===== src/rtl/switch_mcu_lsu.sv =====
// Load/store unit: turns one decoded load/store request from execute into a
// single AHB-Lite transfer, returns extended load data with a write-back
// strobe, stalls the core while busy and reports misaligned / bus error /
// timeout faults on the completion pulse.
//
// Handshake: the core pulses in_req for one cycle; it is only sampled while
// the unit is IDLE (out_busy=0). Completion is a one-cycle out_done pulse
// with out_fault valid in the same cycle. The bus side follows AHB-Lite:
// an address phase holds until in_hready=1, the data phase completes on
// in_hready=1, and in_hresp=1 together with in_hready=1 ends an error.
module switch_mcu_lsu #(
  parameter int unsigned TIMEOUT_CYCLES = 256,
  parameter int unsigned TO_CNT_W       = 9
) (
  input  logic        in_clk,
  input  logic        in_rst,
  input  logic        in_req,
  input  logic        in_we,
  input  logic [1:0]  in_size,
  input  logic        in_unsigned,
  input  logic [31:0] in_addr,
  input  logic [31:0] in_wdata,
  input  logic [4:0]  in_rd,
  output logic        out_busy,
  output logic        out_done,
  output logic        out_rd_we,
  output logic [4:0]  out_rd,
  output logic [31:0] out_rdata,
  output logic [1:0]  out_fault,
  output logic [31:0] out_haddr,
  output logic        out_hwrite,
  output logic [2:0]  out_hsize,
  output logic [2:0]  out_hburst,
  output logic [1:0]  out_htrans,
  output logic        out_hmastlock,
  output logic [31:0] out_hwdata,
  input  logic        in_hready,
  input  logic        in_hresp,
  input  logic [31:0] in_hrdata
);

  localparam logic [1:0] HTRANS_IDLE   = 2'b00;
  localparam logic [1:0] HTRANS_NONSEQ = 2'b10;

  localparam logic [1:0] FAULT_OK    = 2'd0;
  localparam logic [1:0] FAULT_ALIGN = 2'd1;
  localparam logic [1:0] FAULT_BUS   = 2'd2;
  localparam logic [1:0] FAULT_TMO   = 2'd3;

  localparam bit                TO_EN   = (TIMEOUT_CYCLES != 0);
  localparam logic [TO_CNT_W-1:0] TO_LAST = TO_CNT_W'(TIMEOUT_CYCLES - 1);

  typedef enum logic [1:0] {
    ST_IDLE = 2'd0,
    ST_ADDR = 2'd1,
    ST_DATA = 2'd2,
    ST_FIN  = 2'd3
  } state_t;

  state_t              r_state;
  state_t              w_state_nxt;

  // Request fields latched at acceptance.
  logic [31:0]         r_addr;
  logic [1:0]          r_size;
  logic                r_we;
  logic                r_uns;
  logic [31:0]         r_wdata;
  logic [4:0]          r_rd;
  logic [TO_CNT_W-1:0] r_to_cnt;

  // Output registers.
  logic                r_busy;
  logic                r_done;
  logic                r_rd_we;
  logic [31:0]         r_rdata;
  logic [1:0]          r_fault;
  logic [31:0]         r_haddr;
  logic                r_hwrite;
  logic [2:0]          r_hsize;
  logic [1:0]          r_htrans;
  logic [31:0]         r_hwdata;

  // Combinational helpers.
  logic                w_cap;
  logic                w_mis;
  logic [31:0]         w_addr;
  logic [1:0]          w_size;
  logic                w_we;
  logic                w_uns;
  logic [31:0]         w_wdata;
  logic [4:0]          w_rd;
  logic [31:0]         w_wrep;
  logic                w_to_hit;
  logic [1:0]          w_fault;
  logic                w_load_ok;
  logic [7:0]          w_byte;
  logic [15:0]         w_half;
  logic [31:0]         w_load;

  assign out_busy      = r_busy;
  assign out_done      = r_done;
  assign out_rd_we     = r_rd_we;
  assign out_rd        = r_rd;
  assign out_rdata     = r_rdata;
  assign out_fault     = r_fault;
  assign out_haddr     = r_haddr;
  assign out_hwrite    = r_hwrite;
  assign out_hsize     = r_hsize;
  assign out_hburst    = 3'b000;
  assign out_htrans    = r_htrans;
  assign out_hmastlock = 1'b0;
  assign out_hwdata    = r_hwdata;

  // Request capture view: live inputs on acceptance, latched copy otherwise.
  always_comb begin
    w_cap   = (r_state == ST_IDLE) && in_req;
    w_addr  = w_cap ? in_addr     : r_addr;
    w_size  = w_cap ? in_size     : r_size;
    w_we    = w_cap ? in_we       : r_we;
    w_uns   = w_cap ? in_unsigned : r_uns;
    w_rd    = w_cap ? in_rd       : r_rd;
    w_mis   = (in_size == 2'd3) ||
              ((in_size == 2'd1) && in_addr[0]) ||
              ((in_size == 2'd2) && (in_addr[1:0] != 2'b00));
    case (in_size)
      2'd0:    w_wrep = {4{in_wdata[7:0]}};
      2'd1:    w_wrep = {2{in_wdata[15:0]}};
      default: w_wrep = in_wdata;
    endcase
    w_wdata = w_cap ? w_wrep : r_wdata;
  end

  // Little-endian lane extraction and sign/zero extension of load data.
  always_comb begin
    w_byte = 8'h00;
    case (r_addr[1:0])
      2'd0: w_byte = in_hrdata[7:0];
      2'd1: w_byte = in_hrdata[15:8];
      2'd2: w_byte = in_hrdata[23:16];
      2'd3: w_byte = in_hrdata[31:24];
      default: w_byte = 8'h00;
    endcase
    w_half = r_addr[1] ? in_hrdata[31:16] : in_hrdata[15:0];
    case (r_size)
      2'd0:    w_load = {{24{~r_uns & w_byte[7]}}, w_byte};
      2'd1:    w_load = {{16{~r_uns & w_half[15]}}, w_half};
      default: w_load = in_hrdata;
    endcase
  end

  // Next-state logic, completion fault code and load write-back qualification.
  always_comb begin
    w_state_nxt = r_state;
    w_fault     = FAULT_OK;
    w_load_ok   = 1'b0;
    w_to_hit    = TO_EN && !in_hready && (r_to_cnt == TO_LAST);
    case (r_state)
      ST_IDLE: begin
        if (in_req) begin
          if (w_mis) begin
            w_state_nxt = ST_FIN;
            w_fault     = FAULT_ALIGN;
          end else begin
            w_state_nxt = ST_ADDR;
          end
        end
      end
      ST_ADDR: begin
        if (w_to_hit) begin
          w_state_nxt = ST_FIN;
          w_fault     = FAULT_TMO;
        end else if (in_hready) begin
          w_state_nxt = ST_DATA;
        end
      end
      ST_DATA: begin
        if (w_to_hit) begin
          w_state_nxt = ST_FIN;
          w_fault     = FAULT_TMO;
        end else if (in_hready) begin
          w_state_nxt = ST_FIN;
          w_fault     = in_hresp ? FAULT_BUS : FAULT_OK;
          w_load_ok   = !in_hresp && !r_we;
        end
      end
      ST_FIN: begin
        w_state_nxt = ST_IDLE;
      end
      default: begin
        w_state_nxt = ST_IDLE;
      end
    endcase
  end

  // State register.
  always_ff @(posedge in_clk or negedge in_rst) begin
    if (!in_rst) begin
      r_state <= ST_IDLE;
    end else begin
      r_state <= w_state_nxt;
    end
  end

  // Wait-state counter: counts consecutive stalled bus cycles, clears on ready.
  always_ff @(posedge in_clk or negedge in_rst) begin
    if (!in_rst) begin
      r_to_cnt <= '0;
    end else if (((r_state == ST_ADDR) || (r_state == ST_DATA)) && !in_hready) begin
      r_to_cnt <= r_to_cnt + 1'b1;
    end else begin
      r_to_cnt <= '0;
    end
  end

  // Request latches and registered outputs derived from the next state.
  always_ff @(posedge in_clk or negedge in_rst) begin
    if (!in_rst) begin
      r_addr   <= '0;
      r_size   <= '0;
      r_we     <= 1'b0;
      r_uns    <= 1'b0;
      r_wdata  <= '0;
      r_rd     <= '0;
      r_busy   <= 1'b0;
      r_done   <= 1'b0;
      r_rd_we  <= 1'b0;
      r_rdata  <= '0;
      r_fault  <= FAULT_OK;
      r_haddr  <= '0;
      r_hwrite <= 1'b0;
      r_hsize  <= '0;
      r_htrans <= HTRANS_IDLE;
      r_hwdata <= '0;
    end else begin
      r_addr   <= w_addr;
      r_size   <= w_size;
      r_we     <= w_we;
      r_uns    <= w_uns;
      r_wdata  <= w_wdata;
      r_rd     <= w_rd;
      r_busy   <= (w_state_nxt != ST_IDLE);
      r_done   <= (w_state_nxt == ST_FIN);
      r_fault  <= w_fault;
      r_rd_we  <= w_load_ok && (r_rd != 5'd0);
      if (w_load_ok) begin
        r_rdata <= w_load;
      end
      if (w_state_nxt == ST_ADDR) begin
        r_haddr  <= w_addr;
        r_hwrite <= w_we;
        r_hsize  <= {1'b0, w_size};
        r_htrans <= HTRANS_NONSEQ;
      end else begin
        r_haddr  <= '0;
        r_hwrite <= 1'b0;
        r_hsize  <= '0;
        r_htrans <= HTRANS_IDLE;
      end
      r_hwdata <= (w_state_nxt == ST_DATA) ? w_wdata : 32'h0;
    end
  end

endmodule


===== config.mk =====
export PLATFORM = sky130hd
export DESIGN_NAME = switch_mcu_lsu
export DESIGN_NICKNAME = d
export VERILOG_FILES = /design/src/rtl/switch_mcu_lsu.sv
export SDC_FILE = /design/constraint.sdc
export NUM_CORES = 1
export LEC_CHECK = 0
export ABC_CLOCK_PERIOD_IN_PS = 2700
export CAP_MARGIN = 0
export CORE_UTILIZATION = 48
export DETAILED_ROUTE_END_ITERATION = 10
export MAX_ROUTING_LAYER = met4
export PLACE_DENSITY = 0.81
export SETUP_SLACK_MARGIN = 0.2
export SLEW_MARGIN = 20
export SYNTH_ARGS = -nofsm -noshare
export SYNTH_HDL_FRONTEND = slang
export SYNTH_SLANG_ARGS = --single-unit

===== constraint.sdc =====
create_clock -name in_clk -period 2.7 [get_ports in_clk]
set_input_delay 0.54 -clock in_clk [delete_from_list [all_inputs] [get_ports in_clk]]
set_output_delay 0.54 -clock in_clk [all_outputs]
set_load 0.1 [all_outputs]

==> results of run 1 <==
[routing by layer]
metal | up-vias | part of all wire
met5 | - | 0
li1 | 2991 | -
met1 | 3016 | 0.40
met4 | 0 | 0.017
met3 | 26 | 0.079
met2 | 274 | 0.50
[worst max-delay path: cells and delay by family, from the launching register on]
kind                     cells  cell delay (ns)
AO/OA/AOI/OAI                4             0.75
adder cells (fa/ha/maj)      2             0.43
AND/OR/NAND/NOR              3             0.40
flip-flops                   1             0.37
buffers and inverters        1             0.22
[cell type report]
cell class,count,area (um^2),share of cell area
Sequential cell,189,4730,0.4453
Multi-Input combinational cell,508,2763,0.2601
Timing Repair Buffer,241,2136,0.2011
Clock buffer,20,436.7,0.04112
Tap cell,216,270.3,0.02545
Clock inverter,11,215.2,0.02026
Inverter,18,67.56,0.006362
Antenna cell,1,2.502,0.0002356
[path summary, 6_finish.rpt]
path	startpoint	endpoint	cells after the start	slack (ns)
max	r_to_cnt[0]	out_haddr[7]	10	0.36
min	in_rst	out_fault[1]	1	0.09
max reg2reg	r_to_cnt[0]	out_haddr[7]	10	0.36
min reg2reg	r_to_cnt[0]	r_to_cnt[0]	1	0.47
max in group asynchronous	in_rst	r_addr[0]	2	1.94
min in group in_clk	r_to_cnt[0]	r_to_cnt[0]	1	0.47
[cell usage in the layout (no fill, tap or decap), types with 3 or more instances in the layout]
cell / netlist / layout
a21oi_1: 74 / 74
a2bb2oi_1: 7 / 7
a31oi_1: 11 / 11
buf_12: 0 / 4
buf_4: 7 / 128
bufinv_16: 0 / 6
clkbuf_1: 27 / 3
clkbuf_16: 0 / 17
clkdlybuf4s50_1: 0 / 108
conb_1: 1 / 6
dfrtp_1: 189 / 189
ha_1: 7 / 7
inv_1: 18 / 18
mux2_2: 3 / 3
mux2i_1: 29 / 29
nand2_1: 195 / 194
nand3_1: 10 / 10
nor2_1: 36 / 36
nor2b_1: 29 / 29
nor3_1: 4 / 4
o211ai_1: 16 / 16
o21ai_0: 27 / 26
o21ai_1: 10 / 11
o221ai_1: 8 / 8
o31ai_1: 8 / 8
xnor2_1: 3 / 3
[per-stage QoR]
step	hold WS, ns	setup WS, ns	instances	area, um^2	utilization
2_1_floorplan	0.2444	0.5836	764	7755	-
5_1_grt	0.1141	0.2051	1204	10620	0.6710
3_3_place_gp	0.4425	0.3651	1172	9966	0.6296
6_report	0.08856	0.3642	1204	10620	0.6710
4_1_cts	0.09291	0.3149	1203	10620	0.6708
3_5_place_dp	0.4559	0.3188	1172	9966	0.6296
[state kept, by name (all words and copies together) (netlist names), 5 cells and up]
name,flops
out_haddr,32
out_hwdata,32
out_rdata,32
r_addr,32
r_wdata,32
r_to_cnt,9
out_rd,5
[cell families after synthesis]
family	Yosys count
DFF	189
and+or+nand+nor	288
other	1
AOI/OAI and AO/OA	170
buffers and inverters	67
adders and majority gates	7
muxes	32
xor gates and xnor gates	5
[timing repair]
item	4_1_cts	5_1_grt
resized for setup	0	1
hold buffers	0	0
endpoints found under the setup margin	0	37
==> run metrics, run 1 <==
share of layout cells above drive strength 1=0.1743; final hold vios=0; adder-cell share of the synthesized area=0.01132; biggest area consumer among synthesized cells=dfrtp_1; Yosys cell types=44; WP data required=3.00 ns; Die ar.=0.01663 mm^2; # fillers=1235; CTS tree=built; Post-synth EDFFs=0; crit path DAT=2.63 ns; CP max stage cell=dfrtp_1; syn avg cell area=10.19 um^2; GRT met1 Usage=0.3160; P&R area growth vs syn=37.28%; complex-gate fraction of the synthesized area=0.1331; DR vias=6307; largest family of logic cells by synthesized area=simple AND/OR/NAND/NOR gates; initial antenna violation count=1; Synth Cell Area=0.007736 mm^2; drt drc=0; Finish-stage setup viols=0; met3 usage=0.06694; Worst Skew=0.01052 ns; post-synthesis cell count=759; gr busiest metal=met2; H-tree depth=4; # rows=46; chip width=129.0 um; status=finished clean; largest net degree at the start of global routing=57; HPWL after DPL=14010 um; FF+latch count, synth=189; post-route ant nets=0; first-pass GRT wire length=31980 um; Synth area leaders=dfrtp_1 (61%), nand2_1 (9.5%), a21oi_1 (4.8%), mux2i_1 (3.8%), nor2b_1 (2.3%); Commonest cells post-synth=nand2_1 (195), dfrtp_1 (189), a21oi_1 (74); Setup Fix Bufs, Post-CTS=0; critical path endpoint category=flip-flop; Clock Tree Root=clkbuf_16; most numerous cell in the Yosys netlist=nand2_1; Post-Route WL=20290 um; vias in the first global route=6289; Slew @ Worst Pin=0.6456 ns; mux contribution to synthesized area=0.04189; Slew Viols, Final=0; Clk Latency, worst-skew pair=0.42 ns; RePlAce Congestion=0.8789; crit path time final=2.336 ns; Longest Clk Path Bufs=2; post-synth top area share=0.6114; Top-Level Pins=226; Max stage delay on crit path=0.37 ns; post-synthesis xor/xnor area fraction=0.005661; Layout Nets=1092; period utilization=0.8651; Slew headroom=0.5696; Worst Path Max Fanout=36; Hold WC Path Type=input pin to async pin; share of flip-flops with an asynchronous set or reset=1.000; Vias/cell=5.238; Num CTS Buffers=17; max-cap violations=0; GR Overflow Total=0; Synth Warn #=0; Crit Path Category=flip-flop to flip-flop; Peak Freq=0.4281 GHz; GRT Util Overall=0.2609; Chip Height=129.0 um; crit start category=flip-flop; Initial Util=0.4888; DRC violation total after the first TritonRoute iteration=458; worst-path cell chain=ha_1, nand2_1, nor2_1, and3_1, ha_1, o31ai_1, a221o_1, o211ai_4, buf_12, a21oi_1; ys flop type=dfrtp_1; wire per inst=16.85 um; Buffers on Ports=219; number of clock sinks=189; core area=0.01583 mm^2; post-synthesis sequential area ratio=0.6114; met2 usage=0.4232; Worst-path clk slew=0.06 ns; drt first pass iters=4; setup TNS=0 ns; RSZ-0062 raised after global routing=no; CP most frequent cell=ha_1; Simple-Gate Fraction of Synth Area=0.1587
Power of run 1 is not shown: default switching activity piles up to over one toggle a cycle in this logic, so the estimate is an artifact.
==> run 2, diff against run 1 <==
--- a/config.mk
+++ b/config.mk
@@ -7,10 +7,13 @@
 export LEC_CHECK = 0
 export ABC_CLOCK_PERIOD_IN_PS = 2700
 export CAP_MARGIN = 0
+export CORE_ASPECT_RATIO = 1.2
+export CORE_MARGIN = 4
 export CORE_UTILIZATION = 48
 export DETAILED_ROUTE_END_ITERATION = 10
 export MAX_ROUTING_LAYER = met4
 export PLACE_DENSITY = 0.81
+export REMOVE_ABC_BUFFERS = 1
 export SETUP_SLACK_MARGIN = 0.2
 export SLEW_MARGIN = 20
 export SYNTH_ARGS = -nofsm -noshare
==> run 2 against run 1 <==
- global-route usage shrank 2.8 points
- cell count shrank 0.33%
- count of clock-buffer cells in the layout down 2
- first-iteration DRC count increased by 31%
- routed wire length grew 0.82%
- sequential share of layout area rose by 0.14 points
- clock skew decreased by 0.0015 ns
- via count is 1.2% lower
- fmax up 2.4%
==> run metrics, run 2 (synthesis results as in run 1) <==
Post-Route WL=20450 um; Longest Clk Path Bufs=2; DR vias=6232; most frequent cells in the layout=nand2_1 (194), dfrtp_1 (189), buf_4 (131); Hold WC Path Type=input pin to async pin; Peak Freq=0.4384 GHz; Reg2Reg Capture Point=out_haddr[15]; CTS tree=built; Initial Util=0.4927; number of clock sinks=189; RePlAce Congestion=0.8794; Worst-path clk slew=0.07 ns; worst r2r path cells=10; Crit Path Category=flip-flop to flip-flop; chip width=123.9 um; wire per inst=17.04 um; commonest non-fill, non-tap cell in the layout=nand2_1; core area=0.01570 mm^2; post_cts resized=0; Num CTS Buffers=17; period utilization=0.8449; P&R area growth vs syn=36.86%; post-route ant nets=0; Vias/cell=5.193; crit start category=flip-flop; r2r startpoint=r_to_cnt[0]; Slew headroom=0.5560; max-cap violations=0; Worst Skew=0.008991 ns; H-tree depth=4; # rows=50; Clk Latency, worst-skew pair=0.42 ns; drt drc=0; final hold vios=0; smallest hold slack=0.1018 ns; RSZ-0062 raised after global routing=no; reg-to-reg setup timing slack=0.42 ns; status=finished clean; HPWL after DPL=14550 um; Chip Height=147.1 um; Top-Level Pins=226; Setup Fix Bufs, Post-CTS=0; Buffers on Ports=219; fin cells=1200; Clock Tree Root=clkbuf_16; drt first pass iters=7; Cells after DPL=1168; Hold-fix buffers, CTS=0; Finish-stage setup viols=0; Slew @ Worst Pin=0.6590 ns; largest net degree at the start of global routing=73; Worst Path Max Fanout=36; first-pass GRT wire length=32180 um; GR Overflow Total=0; crit path DAT=2.59 ns; ant diodes=0; share of layout cells above drive strength 1=0.1815; vias in the first global route=6174; critical path endpoint category=flip-flop; crit path time final=2.281 ns; DRC violation total after the first TritonRoute iteration=601; WP data required=3.01 ns; Die ar.=0.01822 mm^2; GRT Util Overall=0.2327; Layout Nets=1096; initial antenna violation count=0; Slew Viols, Final=0
## run 2: changes by cell type in the layout (fill, tap and decap cells not counted), moves of 3 or more
cell	previous run	this run
bufinv_16	6	1
inv_8	0	4
buf_4	128	131
clkbuf_1	3	0
## run 2: worst max-delay path by stage
| stage | from | to | slack [ns] |
|---|---|---|---|
| after detailed placement | in_hready | out_hwdata[13] | 0.36 |
| after CTS | r_to_cnt[0] | out_hwdata[12] | 0.39 |
| final | r_to_cnt[0] | out_haddr[15] | 0.42 |
| after floorplan | r_state[0] | out_rdata[0] | -1.34 |
| after global placement | in_hready | out_rdata[5] | 0.40 |
| after global routing | r_to_cnt[0] | out_haddr[24] | 0.26 |
## run 2: critical path, stage by stage (launching register included)
cell and delay (ns):
dfrtp_1 0.38, ha_1 0.22, nand2_1 0.06, nor2_1 0.13
and3_1 0.18, ha_1 0.19, o31ai_1 0.09, a221o_1 0.37
o211ai_4 0.21, buf_12 0.22, a21oi_1 0.07
## run 2: through the flow
stage          worst slack [ns]  setup TNS (ns)    util  cell area, um^2
3_5_place_dp             0.3605               0  0.6367             9998
5_1_grt                  0.2552               0  0.6743            10590
3_3_place_gp             0.4002               0  0.6367             9998
4_1_cts                  0.3902               0  0.6743            10590
2_1_floorplan            -1.336          -39.33       -             7532
6_report                 0.4189               0  0.6743            10590
## run 2: layout make-up
class,instances,area [um^2]
clock inverter,14,150.1
inverter,18,67.56
timing repair buffer,245,2178
sequential,189,4730
fill,1202,5115
multi-input combinational,508,2763
tap,208,260.3
clock buffer,18,439.2
## run 2: layer usage
metal / wire [um] / GRT usage / up-vias
met5: 0 / - / -
met4: 440 / 0.07288 / 0
met3: 1653 / 0.06276 / 35
met2: 10110 / 0.3732 / 237
met1: 8250 / 0.2880 / 2968
li1: - / - / 2992
Power of run 2 is left out for the same reason.
==> run 3, diff against run 2 <==
--- a/config.mk
+++ b/config.mk
@@ -5,7 +5,7 @@
 export SDC_FILE = /design/constraint.sdc
 export NUM_CORES = 1
 export LEC_CHECK = 0
-export ABC_CLOCK_PERIOD_IN_PS = 2700
+export ABC_CLOCK_PERIOD_IN_PS = 2100
 export CAP_MARGIN = 0
 export CORE_ASPECT_RATIO = 1.2
 export CORE_MARGIN = 4
==> constraint.sdc (replaced) <==
create_clock -name in_clk -period 2.1 [get_ports in_clk]
set_input_delay 0.42 -clock in_clk [delete_from_list [all_inputs] [get_ports in_clk]]
set_output_delay 0.42 -clock in_clk [all_outputs]
set_load 0.1 [all_outputs]
==> run 3 against run 2 <==
- the flow now finishes with violations (setup timing)
- design area grew 4.2%
- routed wire length grew 4.6%
- register-to-register slack lost 0.48 ns
==> run metrics, run 3 (synthesis results as in run 1) <==
Initial Util=0.4927; GRT Util Overall=0.2416; delay-heaviest family, CP=compound AO/OA/AOI/OAI gates; Worst-path clk slew=0.07 ns; Worst Path Buf+Inv=1; hold path start=r_addr[26]; worst-path cell chain=ha_2, nand2_2, nor2_2, and3_1, ha_2, o31ai_2, a221o_1, o211ai_4, buf_12, a21oi_1; failing checks=setup timing; Vias/cell=5.330; Worst setup startpoint=r_to_cnt[0]; core area=0.01570 mm^2; # rows=50; Worst Skew=0.009606 ns; Crit Path Category=flip-flop to flip-flop; final hold vios=0; chip width=123.9 um; Peak Freq=0.4622 GHz; commonest non-fill, non-tap cell in the layout=nand2_1; ant diodes=0; H-tree depth=4; CP max stage cell=a221o_1; period utilization=1.030; RePlAce Congestion=0.8623; initial antenna violation count=0; DR vias=6540; Buffers on Ports=219; DRC violation total after the first TritonRoute iteration=413; GR Overflow Total=0; setup TNS=-2.298 ns; Max stage delay on crit path=0.39 ns; wire per inst=17.44 um; number of clock sinks=189; Longest Clk Path Bufs=2; Core Util, Final=0.7026; Cells after DPL=1190; HPWL after DPL=15300 um; Finish-stage setup viols=62; CTS tree=built; drt drc=0; # fillers=1197; Layout Nets=1123; Chip Height=147.1 um; Num CTS Buffers=17; crit path time final=2.164 ns; Clock Tree Root=clkbuf_16; post-route ant nets=0; Slew Viols, Final=0; Clk Latency, worst-skew pair=0.43 ns; Hold WC Path Type=flip-flop to flip-flop; reg-to-reg setup timing slack=-0.06 ns; crit start category=flip-flop; Slew @ Worst Pin=0.5965 ns; fin cells=1227; first-pass GRT wire length=33180 um; Slew headroom=0.6023; critical path endpoint category=flip-flop; most frequent cells in the layout=nand2_1 (191), dfrtp_1 (189), buf_4 (148); P&R area growth vs syn=42.60%; vias in the first global route=6639; status=complete, but fails checks; RSZ-0062 raised after global routing=yes; Die ar.=0.01822 mm^2; WP data required=2.40 ns; setup ws final=-0.06360 ns; r2r startpoint=r_to_cnt[0]; largest net degree at the start of global routing=52; Post-Route WL=21400 um; crit path DAT=2.47 ns; Top-Level Pins=226; drt first pass iters=5; CP most frequent cell=ha_2; max-cap violations=0; share of layout cells above drive strength 1=0.2316; Worst Path Max Fanout=36
-- run 3: metal layers --
layer / track usage / routed length, um / vias to the layer above
met5: - / 0 / -
met4: 0.1052 / 788 / 0
met3: 0.07316 / 1744 / 56
met2: 0.3862 / 10820 / 274
met1: 0.2808 / 8052 / 3159
li1: - / - / 3051
-- run 3: what timing repair did --
item                                   4_1_cts  5_1_grt
setup endpoints to repair                   71       88
pin swaps                                    0        1
buffers inserted                             0        1
endpoints found under the hold margin       48        0
gates resized for setup                      2       39
hold buffers                                 1        0
gates cloned                                 0        3
-- run 3: metrics by stage --
step                      area [um^2]  hold slack [ns]  setup slack [ns]
after floorplan                  7532           0.1244            -1.936
after global placement          10240           0.4029           -0.1216
after detailed placement        10240           0.4085           -0.1602
after CTS                       10820           0.4734          -0.04698
after global routing            11030           0.4922           -0.1598
final                           11030           0.4695          -0.06360
-- run 3: tightest hold or removal path, stage by stage (launching register included) --
cell,delay (ns)
dfrtp_1,0.32
nand2_1,0.06
nand2_1,0.06
-- run 3: cell type report --
cell class              instances  area [um^2]  share of cell area
multi-input cells             508         2913              0.2640
inverters                      18        67.56            0.006125
clock inverters                14        125.1             0.01134
well taps                     208        260.3             0.02359
flip-flops and latches        189         4730              0.4287
clock buffers                  18        439.2             0.03981
repair buffers                272         2497              0.2264
-- run 3: path summary, 6_finish.rpt --
| kind | depth (start not counted) | to |
|---|---|---|
| max reg2reg | 10 | out_haddr[4] |
| max | 10 | out_haddr[4] |
| min | 2 | r_addr[26] |
| min reg2reg | 2 | r_addr[26] |
| min in group asynchronous | 2 | out_rd[1] |
| max in group asynchronous | 3 | r_wdata[10] |
Power of run 3 is left out for the same reason.
